## config.mk

```make
export PLATFORM = sky130hd
export DESIGN_NAME = iobuf_turnaround_ctrl_flat
export DESIGN_NICKNAME = d
export VERILOG_FILES = /design/src/rtl/iobuf_turnaround_ctrl_if.sv /design/src/rtl/iobuf_turnaround_ctrl.sv /design/src/flat_wrapper.sv
export SDC_FILE = /design/constraint.sdc
export NUM_CORES = 1
export LEC_CHECK = 0
export BUFFER_PORTS_ARGS = -buffer_cell sky130_fd_sc_hd__buf_2
export CAP_MARGIN = 20
export CORE_ASPECT_RATIO = 0.9
export CORE_UTILIZATION = 25
export CTS_CLUSTER_SIZE = 12
export DETAILED_ROUTE_END_ITERATION = 12
export GPL_TIMING_DRIVEN = 0
export PLACE_DENSITY_LB_ADDON = 0.1
export SLEW_MARGIN = 20
export SYNTH_ARGS = -nofsm -noshare
export SYNTH_HDL_FRONTEND = slang
export SYNTH_SLANG_ARGS = --single-unit
```

## constraint.sdc

```tcl
create_clock -name clk -period 3.1 [get_ports clk]
set_clock_uncertainty 0.2 [all_clocks]
set_input_delay 0.62 -clock clk [delete_from_list [all_inputs] [get_ports clk]]
set_output_delay 0.62 -clock clk [all_outputs]
set_load 0.05 [all_outputs]
```

## src/rtl/iobuf_turnaround_ctrl_if.sv

```systemverilog
// Requester handshake and pad-buffer signals of iobuf_turnaround_ctrl.
// The controller uses the slave modport. The requester and pad side use master.
interface iobuf_turnaround_ctrl_if #(
  parameter int WIDTH = 8
);
  logic             tx_req;
  logic [WIDTH-1:0] tx_data;
  logic             tx_ack;
  logic             rx_req;
  logic             rx_ack;
  logic [WIDTH-1:0] rx_data;
  logic             rx_valid;
  logic             busy;
  logic             pad_i;
  logic             pad_t;
  logic             pad_o;

  modport master (
    output tx_req, tx_data, rx_req, pad_o,
    input  tx_ack, rx_ack, rx_data, rx_valid, busy, pad_i, pad_t
  );

  modport slave (
    input  tx_req, tx_data, rx_req, pad_o,
    output tx_ack, rx_ack, rx_data, rx_valid, busy, pad_i, pad_t
  );
endinterface

```

## src/rtl/iobuf_turnaround_ctrl.sv

```systemverilog
// Half-duplex sequencer for one bidirectional pad buffer: it arbitrates TX/RX,
// serialises words LSB first and keeps the pad released for TA cycles around each drive burst.
module iobuf_turnaround_ctrl #(
  parameter int WIDTH = 8,
  parameter int TA    = 2
) (
  input  logic                   clk,
  input  logic                   rst_n,
  iobuf_turnaround_ctrl_if.slave bus
);
  localparam int MAXC = (TA > WIDTH) ? TA : WIDTH;
  localparam int CW   = (MAXC > 1) ? $clog2(MAXC) : 1;
  localparam logic [CW-1:0] TA_LAST = CW'(TA - 1);
  localparam logic [CW-1:0] W_LAST  = CW'(WIDTH - 1);
  localparam logic [CW-1:0] CNT_ONE = CW'(1);

  typedef enum logic [2:0] {IDLE, TA_DRV, DRIVE, TA_REL, LISTEN} state_t;

  state_t           state_q, state_d;
  logic [CW-1:0]    cnt_q, cnt_d;
  logic [WIDTH-1:0] shift_q, shift_d;
  logic [WIDTH-1:0] rx_data_q, rx_data_d;
  logic             last_tx_q, last_tx_d;
  logic             tx_ack_q, tx_ack_d;
  logic             rx_ack_q, rx_ack_d;
  logic             rx_valid_q, rx_valid_d;
  logic             busy_q, busy_d;
  logic             pad_i_q, pad_i_d;
  logic             pad_t_q, pad_t_d;
  logic [WIDTH-1:0] rx_shifted;
  logic             grant_tx, grant_rx;

  // A tie goes to the side that did not win the previous grant.
  assign grant_tx = bus.tx_req & (~bus.rx_req | ~last_tx_q);
  assign grant_rx = bus.rx_req & (~bus.tx_req | last_tx_q);

  always_comb begin
    rx_shifted            = shift_q >> 1;
    rx_shifted[WIDTH-1]   = bus.pad_o;
  end

  always_comb begin
    state_d    = state_q;
    cnt_d      = cnt_q;
    shift_d    = shift_q;
    rx_data_d  = rx_data_q;
    last_tx_d  = last_tx_q;
    tx_ack_d   = 1'b0;
    rx_ack_d   = 1'b0;
    rx_valid_d = 1'b0;
    pad_i_d    = 1'b0;
    pad_t_d    = 1'b1;
    unique case (state_q)
      IDLE: begin
        if (grant_tx) begin
          shift_d   = bus.tx_data;
          tx_ack_d  = 1'b1;
          last_tx_d = 1'b1;
          cnt_d     = TA_LAST;
          state_d   = TA_DRV;
        end else if (grant_rx) begin
          rx_ack_d  = 1'b1;
          last_tx_d = 1'b0;
          cnt_d     = W_LAST;
          state_d   = LISTEN;
        end
      end
      TA_DRV: begin
        if (cnt_q == '0) begin
          cnt_d   = W_LAST;
          pad_t_d = 1'b0;
          pad_i_d = shift_q[0];
          shift_d = shift_q >> 1;
          state_d = DRIVE;
        end else begin
          cnt_d = cnt_q - CNT_ONE;
        end
      end
      DRIVE: begin
        if (cnt_q == '0) begin
          cnt_d   = TA_LAST;
          state_d = TA_REL;
        end else begin
          cnt_d   = cnt_q - CNT_ONE;
          pad_t_d = 1'b0;
          pad_i_d = shift_q[0];
          shift_d = shift_q >> 1;
        end
      end
      TA_REL: begin
        if (cnt_q == '0) state_d = IDLE;
        else             cnt_d   = cnt_q - CNT_ONE;
      end
      LISTEN: begin
        shift_d = rx_shifted;
        if (cnt_q == '0) begin
          rx_data_d  = rx_shifted;
          rx_valid_d = 1'b1;
          state_d    = IDLE;
        end else begin
          cnt_d = cnt_q - CNT_ONE;
        end
      end
      default: state_d = IDLE;
    endcase
    busy_d = (state_d != IDLE);
  end

  always_ff @(posedge clk or negedge rst_n) begin
    if (!rst_n) begin
      state_q    <= IDLE;
      cnt_q      <= '0;
      shift_q    <= '0;
      rx_data_q  <= '0;
      last_tx_q  <= 1'b0;
      tx_ack_q   <= 1'b0;
      rx_ack_q   <= 1'b0;
      rx_valid_q <= 1'b0;
      busy_q     <= 1'b0;
      pad_i_q    <= 1'b0;
      pad_t_q    <= 1'b1;
    end else begin
      state_q    <= state_d;
      cnt_q      <= cnt_d;
      shift_q    <= shift_d;
      rx_data_q  <= rx_data_d;
      last_tx_q  <= last_tx_d;
      tx_ack_q   <= tx_ack_d;
      rx_ack_q   <= rx_ack_d;
      rx_valid_q <= rx_valid_d;
      busy_q     <= busy_d;
      pad_i_q    <= pad_i_d;
      pad_t_q    <= pad_t_d;
    end
  end

  assign bus.tx_ack   = tx_ack_q;
  assign bus.rx_ack   = rx_ack_q;
  assign bus.rx_valid = rx_valid_q;
  assign bus.rx_data  = rx_data_q;
  assign bus.busy     = busy_q;
  assign bus.pad_i    = pad_i_q;
  assign bus.pad_t    = pad_t_q;
endmodule

```

## src/flat_wrapper.sv

```systemverilog
// flat-port wrapper written by rule: the top's interface ports become plain ports
module iobuf_turnaround_ctrl_flat 
#(
  parameter int WIDTH = 8,
  parameter int TA    = 2
)
  (clk, rst_n, bus_tx_req, bus_tx_data, bus_rx_req, bus_pad_o, bus_tx_ack, bus_rx_ack, bus_rx_data, bus_rx_valid, bus_busy, bus_pad_i, bus_pad_t);
  iobuf_turnaround_ctrl_if #(.WIDTH(WIDTH)) bus_i ();
  input  logic clk;
  input  logic rst_n;
  input wire logic [$bits(bus_i.tx_req)-1:0] bus_tx_req;
  input wire logic [$bits(bus_i.tx_data)-1:0] bus_tx_data;
  input wire logic [$bits(bus_i.rx_req)-1:0] bus_rx_req;
  input wire logic [$bits(bus_i.pad_o)-1:0] bus_pad_o;
  output wire logic [$bits(bus_i.tx_ack)-1:0] bus_tx_ack;
  output wire logic [$bits(bus_i.rx_ack)-1:0] bus_rx_ack;
  output wire logic [$bits(bus_i.rx_data)-1:0] bus_rx_data;
  output wire logic [$bits(bus_i.rx_valid)-1:0] bus_rx_valid;
  output wire logic [$bits(bus_i.busy)-1:0] bus_busy;
  output wire logic [$bits(bus_i.pad_i)-1:0] bus_pad_i;
  output wire logic [$bits(bus_i.pad_t)-1:0] bus_pad_t;
  assign bus_i.tx_req = bus_tx_req;
  assign bus_i.tx_data = bus_tx_data;
  assign bus_i.rx_req = bus_rx_req;
  assign bus_i.pad_o = bus_pad_o;
  assign bus_tx_ack = bus_i.tx_ack;
  assign bus_rx_ack = bus_i.rx_ack;
  assign bus_rx_data = bus_i.rx_data;
  assign bus_rx_valid = bus_i.rx_valid;
  assign bus_busy = bus_i.busy;
  assign bus_pad_i = bus_i.pad_i;
  assign bus_pad_t = bus_i.pad_t;
  iobuf_turnaround_ctrl #(.WIDTH(WIDTH), .TA(TA)) u_core (.clk(clk), .rst_n(rst_n), .bus(bus_i));
endmodule
```

==> summary.txt <==
Timing
  • Max-slew headroom: 56.3%
  • Final Cycle Share: 70.8%
  • Fmax: about 460 MHz
  • Tightest Pin Transition: between 600 and 700 ps
  • Final setup vio count: 0
  • Minimum clock period: 2190 ps
  • Fin Setup TNS: 0 ps
  • Slew Viols, Final: 0
  • RSZ-0062 raised after global routing: no
  • Hold Violations, Final: 0

Drt
  • Post-DR wirelength/cell: ~13 um
  • Vias/cell: around 4.3
  • # DRC: 0
  • Total Wirelength: approximately 2.8 mm
  • Vias: roughly 920
  • DR pass1 iterations: 4
  • Drt initial violations: 25
  • Antenna Nets Post-Route: 0

Floorplanning
  • Core ar.: between 5000 and 6000 um^2
  • Initial Util: a little over a quarter
  • Width of the die: between 70 and 80 um
  • Die Ht: between 70 and 80 um
  • Cell Rows: 24
  • Die ar.: about 5700 um^2
  • Io pins: 27

Clocking
  • Post-CTS setup buffer count: 0
  • Post_cts resized: 0
  • CTS H-tree depth: 2
  • Reg clk slew, reported paths: ~60 ps
  • Total CTS buffers: 5
  • CTS tree: done
  • Hold Buf Count CTS: 0
  • Latest clock arrival within the worst-skew pair: about 270 ps
  • Clock buffer depth: 2
  • CTS Root Cell: clkbuf_8
  • # clock sinks: 29

Outcome
  • Outcome: finished, final reports clean

Final layout
  • Layout Utilization: between 30% and 40%
  • Fillers: ~520
  • Layout cells sized above 1: roughly two fifths
  • N_diodes: 0
  • Finished Layout Cells: between 200 and 250
  • # nets final: between 150 and 200
  • Syn-to-layout area delta: 21.8%

Place
  • GPL Wtd Cong: 0.747
  • Port Buffers: 26
  • Final HPWL DP: 2.00 mm
  • Placed insts: slightly above 200

Pwr
  • Pwr Density: between 1000 and 1500 nW/um^2
  • Peak VDD IR: between 300 and 400 uV
  • LEAKAGE: 0.000807 uW

Critical path
  • Worst Setup Start Kind: flop
  • Worst R2R End: u_core.shift_q[7]
  • Crit-path cells: inv_1 -> ha_1 -> nor2b_2 -> nor3b_1 -> o21bai_2 -> nand2_2 -> mux2_1
  • R2R depth: 7
  • Crit-path max FO: 8
  • CP Capture Type: flop
  • Worst Path Arrival: around 2200 ps
  • CP Class: flop to flop
  • Worst R2R Setup Slack: slightly above 900 ps
  • CP Data Required Time: 3060 ps
  • CP max stage delay: 360 ps
  • Worst Setup SP: u_core.cnt_q[0]
  • R2R Path Start: u_core.cnt_q[0]
  • Critical path's slowest cell: dfrtp_1

Synthesis
  • Post-synthesis sequential area ratio: between 50 and 60%
  • Cells after synthesis: roughly 110
  • Post-synth cell types: 36
  • YS warnings: 0
  • Syn Nets: 127
  • FF+latch count, synth: 29
  • Synth Cell Area: 1350 um^2
  • Avg Inst Size Synth: ~12 um^2

Global route
  • Pin count of the biggest net entering global routing: 30
  • GRT overflow: 0
  • Global-route wire length before repair: 4.66 mm
  • Total track usage: around 11%
  • Vias in the first global route: around 1000
  • Initial antenna violation count: 0

Job
  • Max cap viols: 0

Hold path
  • Worst Hold Class: input pin to async pin
-- worst max-delay path, delay by kind of cell, from the launching register on --
family / cells / cell delay [ps]
and+or+nand+nor: 3 / 590
DFF: 1 / 360
muxes: 1 / 360
AOI/OAI and AO/OA: 1 / 230
adders and majority gates: 1 / 220
buffers and inverters: 1 / 130
-- kinds of logic after synthesis --
logic type	after synthesis	share of synthesized area, %
AO/OA/AOI/OAI	23	11.7
XOR/XNOR	1	0.649
adder cells (fa/ha/maj)	2	1.85
buffers and inverters	13	3.90
flip-flops	29	53.9
multiplexers	23	19.0
AND/OR/NAND/NOR	21	9.00
-- per-stage QoR --
step                cell area, um^2  setup slack, ps  hold WS [ps]  power (uW)
global route                   1640              754           218        2040
detailed placement             1560              884           281        1620
global placement               1560              950           274        1600
finish                         1640              906           174        1900
floorplan                      1350             1210           124        1400
CTS                            1640              880           199        1930
-- routing by layer --
| metal | vias to the layer above | GRT usage (%) | wire [um] | part of all wire [%] |
|---|---|---|---|---|
| met2 | 28 | 16.7 | 1200 | 43 |
| met5 | - | 0 | 0 | 0 |
| li1 | 457 | - | - | - |
| met4 | 0 | 5.45 | 42 | 1.5 |
| met1 | 425 | 14.4 | 1370 | 49 |
| met3 | 6 | 3.82 | 174 | 6.2 |
-- worst max-delay path by stage --
stage	end	slack, ps	cells past startpoint
finish	u_core.shift_q[7]	910	7
global placement	u_core.shift_q[7]	950	7
detailed placement	u_core.shift_q[7]	880	7
floorplan	u_core.shift_q[1]	1210	7
global route	u_core.shift_q[7]	750	7
CTS	u_core.shift_q[7]	880	7
-- state kept, by name, summed over array words and instances (netlist names) --
register,cells
u_core.last_tx_q,1
u_core.bus.pad_i,1
u_core.bus.rx_data,8
u_core.bus.tx_ack,1
u_core.bus.busy,1
u_core.cnt_q,3
u_core.bus.pad_t,1
u_core.bus.rx_valid,1
u_core.bus.rx_ack,1
u_core.shift_q,8
u_core.state_q,3
-- power by group --
part	total (uW)	internal, uW	switching (uW)
combinational	967	356	611
sequential	633	550	83.3
clock	297	155	142
-- area by class of cell --
| class | count | area, um^2 | area share [%] |
|---|---|---|---|
| clock buffers | 6 | 72.6 | 4.42 |
| flip-flops and latches | 29 | 727 | 44.2 |
| repair buffers | 26 | 130 | 7.92 |
| multi-input cells | 70 | 569 | 34.7 |
| well taps | 65 | 81.3 | 4.95 |
| plain buffers | 3 | 15.0 | 0.914 |
| clock inverters | 2 | 10.0 | 0.609 |
| inverters | 10 | 37.5 | 2.28 |
-- cells in the final DEF, fill, tap and decap left out, types with 2 or more instances in the layout --
master / count
dfrtp_1: 28
ha_1: 2
mux2_2: 14
a21oi_1: 4
nand2b_1: 2
a211oi_1: 2
nand2_1: 2
clkinv_2: 2
clkbuf_8: 5
nor2_1: 5
mux2i_1: 2
mux2_1: 7
nand2_2: 2
buf_2: 29
nand3_1: 2
inv_1: 10
o21ai_0: 6
-- cell usage after synthesis --
master / number / share of area (%)
dfrtp_1: 28 / 52
mux2_2: 14 / 12
inv_1: 10 / 2.8
mux2_1: 7 / 5.8
o21ai_0: 6 / 2.2
nor2_1: 5 / 1.4
a21oi_1: 4 / 1.5
buf_2: 3 / 1.1
a211oi_1: 2 / 1.1
ha_1: 2 / 1.9
mux2i_1: 2 / 1.5
nand2_1: 2 / 0.56
nand2_2: 2 / 0.93
nand2b_1: 2 / 0.93
nand3_1: 2 / 0.74
a21bo_2: 1 / 0.74
a21o_1: 1 / 0.56
a21oi_2: 1 / 0.65
a31oi_1: 1 / 0.46
a31oi_2: 1 / 0.93
a32o_1: 1 / 0.74
and3b_1: 1 / 0.65
dfstp_2: 1 / 1.9
nand3b_1: 1 / 0.56
nor2b_1: 1 / 0.46
nor2b_2: 1 / 0.65
nor3_1: 1 / 0.37
nor3_2: 1 / 0.74
nor3b_1: 1 / 0.56
nor4_1: 1 / 0.46
o21a_1: 1 / 0.56
o21ai_1: 1 / 0.37
o21bai_2: 1 / 0.83
o22ai_1: 1 / 0.46
o31ai_1: 1 / 0.56
xnor2_1: 1 / 0.65
No activity file was read; power rests on OpenSTA's default activity.
